**src/rtl/bist_controller.sv**
```systemverilog
// BIST sequencer: clears the TPG/MISR, enables them for TEST_CYCLES cycles,
// then captures the MISR signature and grades it against GOLDEN.
module bist_controller #(
    parameter int unsigned       SIG_W       = 5,
    parameter int unsigned       CNT_W       = 16,
    parameter int unsigned       TEST_CYCLES = 64,
    parameter logic [SIG_W-1:0]  GOLDEN      = '0
) (
    input  logic             clk,
    input  logic             rst,
    input  logic             start,
    input  logic [SIG_W-1:0] sig_in,
    output logic             tpg_clear,
    output logic             tpg_enable,
    output logic             busy,
    output logic             done,
    output logic             pass,
    output logic             fail,
    output logic [SIG_W-1:0] sig_captured,
    output logic [CNT_W-1:0] pattern_count
);

    if (TEST_CYCLES == 0 || 64'(TEST_CYCLES) >= (64'd1 << CNT_W)) begin : g_bad_cycles
        $error("bist_controller: TEST_CYCLES must be in 1 .. 2**CNT_W-1");
    end

    localparam logic [CNT_W-1:0] LAST = CNT_W'(TEST_CYCLES);

    typedef enum logic [2:0] {IDLE, CLEAR, RUN, CAPTURE, DONE} state_t;

    state_t           state, state_next;
    logic [CNT_W-1:0] cnt_next, cnt_inc;
    logic [SIG_W-1:0] cap_next;
    logic             pass_next, fail_next;
    logic             clr_next, en_next, busy_next, done_next;

    assign cnt_inc = pattern_count + CNT_W'(1);

    always_comb begin
        state_next = state;
        cnt_next   = pattern_count;
        cap_next   = sig_captured;
        pass_next  = pass;
        fail_next  = fail;
        unique case (state)
            IDLE: begin
                if (start) begin
                    state_next = CLEAR;
                    cnt_next   = '0;
                end
            end
            CLEAR: state_next = RUN;
            RUN: begin
                cnt_next = cnt_inc;
                if (cnt_inc == LAST) state_next = CAPTURE;
            end
            CAPTURE: begin
                state_next = DONE;
                cap_next   = sig_in;
                pass_next  = (sig_in == GOLDEN);
                fail_next  = (sig_in != GOLDEN);
            end
            DONE: begin
                if (start) begin
                    state_next = CLEAR;
                    cnt_next   = '0;
                    pass_next  = 1'b0;
                    fail_next  = 1'b0;
                end
            end
            default: state_next = IDLE;
        endcase
        // Outputs are registered from the next state so they align with it
        clr_next  = (state_next == CLEAR);
        en_next   = (state_next == RUN);
        busy_next = (state_next == CLEAR) || (state_next == RUN) || (state_next == CAPTURE);
        done_next = (state_next == DONE);
    end

    always_ff @(posedge clk) begin
        if (!rst) begin
            state         <= IDLE;
            pattern_count <= '0;
            sig_captured  <= '0;
            tpg_clear     <= 1'b1;
            tpg_enable    <= 1'b0;
            busy          <= 1'b0;
            done          <= 1'b0;
            pass          <= 1'b0;
            fail          <= 1'b0;
        end else begin
            state         <= state_next;
            pattern_count <= cnt_next;
            sig_captured  <= cap_next;
            tpg_clear     <= clr_next;
            tpg_enable    <= en_next;
            busy          <= busy_next;
            done          <= done_next;
            pass          <= pass_next;
            fail          <= fail_next;
        end
    end

endmodule

```
**config.mk**
```make
export PLATFORM = sky130hd
export DESIGN_NAME = bist_controller
export DESIGN_NICKNAME = d
export VERILOG_FILES = /design/src/rtl/bist_controller.sv
export SDC_FILE = /design/constraint.sdc
export NUM_CORES = 1
export LEC_CHECK = 0
export CAP_MARGIN = 0
export CELL_PAD_IN_SITES_DETAIL_PLACEMENT = 0
export CELL_PAD_IN_SITES_GLOBAL_PLACEMENT = 1
export CORE_MARGIN = 1
export CORE_UTILIZATION = 37
export DETAILED_ROUTE_END_ITERATION = 10
export GPL_ROUTABILITY_DRIVEN = 0
export MAX_ROUTING_LAYER = met4
export PLACE_DENSITY_LB_ADDON = 0.2
export SETUP_SLACK_MARGIN = 0.2
export SLEW_MARGIN = 40
export SYNTH_ARGS = -nofsm -noshare
export SYNTH_HDL_FRONTEND = slang
export SYNTH_SLANG_ARGS = --single-unit
```
**constraint.sdc**
```tcl
create_clock -name clk -period 2.6 [get_ports clk]
set_input_delay 0.65 -clock clk [delete_from_list [all_inputs] [get_ports clk]]
set_output_delay 0.65 -clock clk [all_outputs]
set_load 0.005 [all_outputs]
```
==> qor.csv <==
stage,metric,value,unit
detailed_routing,drt pass-1 iters,4,
detailed_routing,Vias/cell,5.55,
clock_tree,Post-CTS Hold Buffers,0,
synthesis,post-synthesis sequential area ratio,38.6,%
clock_tree,Longest Clk Path Bufs,2,
worst_setup_path,CP startpoint kind,input pin,
detailed_routing,met2 wire length,1820,µm
power,maximum vdd ir drop,0.285,mV
power,Leakage,0.790,nW
clock_tree,Setup Buffers After CTS,0,
grt,Overall Global Routing Usage,19.6,%
synthesis,yosys warns,0,
cells_and_area,# diodes,0,
status,status,"finished, final reports clean",
detailed_routing,Detailed Route WL,3890,µm
grt,largest net degree at the start of global routing,19,
synthesis,Syn Nets,191,
grt,GRT overflow,0,
timing,final setup vio count,0,
synthesis,Seq cells post-synth,30,
floorplanning,floorplan row count,23,
worst_setup_path,Setup CP Type,input pin to register,
worst_setup_path,arrival time worst endpoint,2.36,ns
detailed_routing,M1 WL,1830,µm
timing,Setup TNS,0,ns
floorplanning,die extent in x,66.9,µm
detailed_routing,Iteration-0 DRC Markers,129,
clock_tree,number of gates resized after CTS,0,
clock_tree,TritonCTS Buffers,5,
clock_tree,CTS root buf,clkbuf_8,
floorplanning,Core Footprint,0.00403,mm²
synthesis,syn_area_per_cell,8.56,µm²
synthesis,top_reg_cell synth,dfxtp_1,
cells_and_area,Layout Area Growth over Synthesis,32.1,%
timing,Slew @ Worst Pin,0.540,ns
floorplanning,die height,66.9,µm
place,cell count after placement,262,
cells_and_area,fill count,394,
place,number of port buffers,34,
synthesis,Async SR Flop Fraction,0,%
worst_setup_path,Critical Path Fanout Max,9,
detailed_routing,met3 routed WL,172,µm
cells_and_area,register area,601,µm²
cells_and_area,Layout Cells excl Fill,269,
clock_tree,Clock Latency Late Sink,0.28,ns
grt,first-pass GRT wire length,6370,µm
timing,"Period Utilization, post-route",84.4,%
clock_tree,clk slew on worst S/H paths,0.06,ns
cells_and_area,share of cells above drive strength 1,7.76,%
clock_tree,clk sinks,30,
job,Max-Cap Viols,0,
grt,initial antenna violation count,0,
timing,Fmax,455,MHz
worst_setup_path,"Req. time, crit path",2.77,ns
synthesis,Synth Cell Area,0.00156,mm²
place,Setup WS pre-CTS,0.101,ns
floorplanning,Starting Density,38.7,%
timing,unrepaired setup endpoints after global routing,no,
detailed_routing,Final ANT Viol Nets,0,
synthesis,Post-Synthesis Cells,182,
timing,post-layout min period,2.20,ns
clock_tree,H-tree levels,2,
floorplanning,I/O Pins,35,
detailed_routing,DR WL/cell,14.5,µm
timing,count of final max-slew check failures,0,
min_path,Min-Delay Path Class,register to register,
timing,final clock skew,0.00729,ns
detailed_routing,top sig layer,met4,
clock_tree,CTS tree,built,
timing,final worst slack,0.404,ns
synthesis,unique cell type count in the Yosys netlist,40,
power,PD cells,523,mW/mm²
floorplanning,full die area,0.00447,mm²
detailed_routing,DR vias,1493,
detailed_routing,drt drc,0,
cells_and_area,Layout Nets,228,
timing,final hold vios,0,
place,Post-DP HPWL,2700,µm
worst_setup_path,Critical Path End Type,register,
cells_and_area,area of the multi-input gates,890,µm²
worst_setup_path,r2r setup slk,0.49,ns
grt,vias in the first global route,1403,
synthesis,"EDFF count, synth",0,
timing,Slew HR,63.7,%
-- final cells by class --
cell class,count,area share (%)
tap,50,3.04
inverter,4,0.729
multi-input combinational,139,43.2
sequential,30,29.2
timing repair buffer,39,18.4
clock buffer,6,4.01
clock inverter,1,1.46
-- cells in the final DEF, fill, tap and decap left out, drive strengths merged, types with 3 or more instances in the layout --
cell	instances
a21oi	7
a22oi	3
a31oi	5
and2	4
and3	3
buf	5
clkbuf	6
clkdlybuf4s50	34
dfxtp	30
inv	4
mux2i	6
nand2	17
nand3	8
nand4	6
nor2	11
nor2b	11
nor3	5
nor3b	4
nor4	5
o211a	3
o21a	3
o21ai	10
or3	4
xnor2	5
-- cells in the mapped netlist, types with 5 or more instances --
cell type | instances | area share, %
mux2i_1 | 6 | 3.9
a31oi_1 | 5 | 2.0
dfxtp_1 | 30 | 39
nand3_1 | 8 | 2.6
nand2_1 | 17 | 4.1
nor3_1 | 5 | 1.6
nor4_1 | 5 | 2.0
nor2b_1 | 11 | 4.4
xnor2_1 | 5 | 2.8
a21oi_1 | 7 | 2.2
nor2_1 | 11 | 2.7
nand4_1 | 6 | 2.4
o21ai_0 | 10 | 3.2
clkbuf_1 | 6 | 1.4
-- flip-flops by register name, summed over array words and instances (netlist names) --
name / count
tpg_enable: 1
fail: 1
state: 3
pass: 1
sig_captured: 5
pattern_count: 16
busy: 1
done: 1
tpg_clear: 1
-- final timing paths --
check        cells past startpoint                           from                             end
max                              6                          start  pattern_count[12]$_SDFFE_PN0P_
min                              2   sig_captured[3]$_SDFFE_PN0P_    sig_captured[3]$_SDFFE_PN0P_
max reg2reg                      5  pattern_count[3]$_SDFFE_PN0P_           tpg_enable$_SDFF_PN0_
min reg2reg                      2   sig_captured[3]$_SDFFE_PN0P_    sig_captured[3]$_SDFFE_PN0P_
-- report_power, final --
group          internal (W)  switching, W
clock network      0.000306      0.000176
logic             0.0000540     0.0000560
registers          0.000471     0.0000132
total              0.000832      0.000246
-- critical path: stages --
cell             delay (ns)
clkdlybuf4s50_1        0.55
or3b_2                 0.48
nand2_1                0.28
o21ai_0                0.14
a22oi_1                0.20
nor2b_1                0.07
-- metrics by stage --
stage | power (W) | util (%) | hold slack (ns) | instance area [µm²]
after floorplan | 0.000558 | - | 0.510 | 1560
final | 0.00108 | 51.1 | 0.516 | 2060
after detailed placement | 0.000605 | 48.3 | 0.505 | 1950
after global routing | 0.00112 | 51.1 | 0.576 | 2060
after global placement | 0.000603 | 48.3 | 0.502 | 1950
after CTS | 0.00109 | 51.1 | 0.524 | 2060
-- kinds of logic after synthesis --
group / share of synthesized area [%]
xor+xnor: 3.94
compound gates: 17.9
buf+inv: 4.34
flops: 38.6
simple gates: 30.6
fa+ha+maj: 0.803
mux: 3.86
-- routing by layer --
layer | vias to the layer above | GRT usage [%]
li1 | 743 | -
met1 | 704 | 24.3
met2 | 39 | 30.4
met3 | 7 | 4.28
met4 | 0 | 8.24
met5 | - | -
Note: power is estimated with default switching activity, not from simulation.
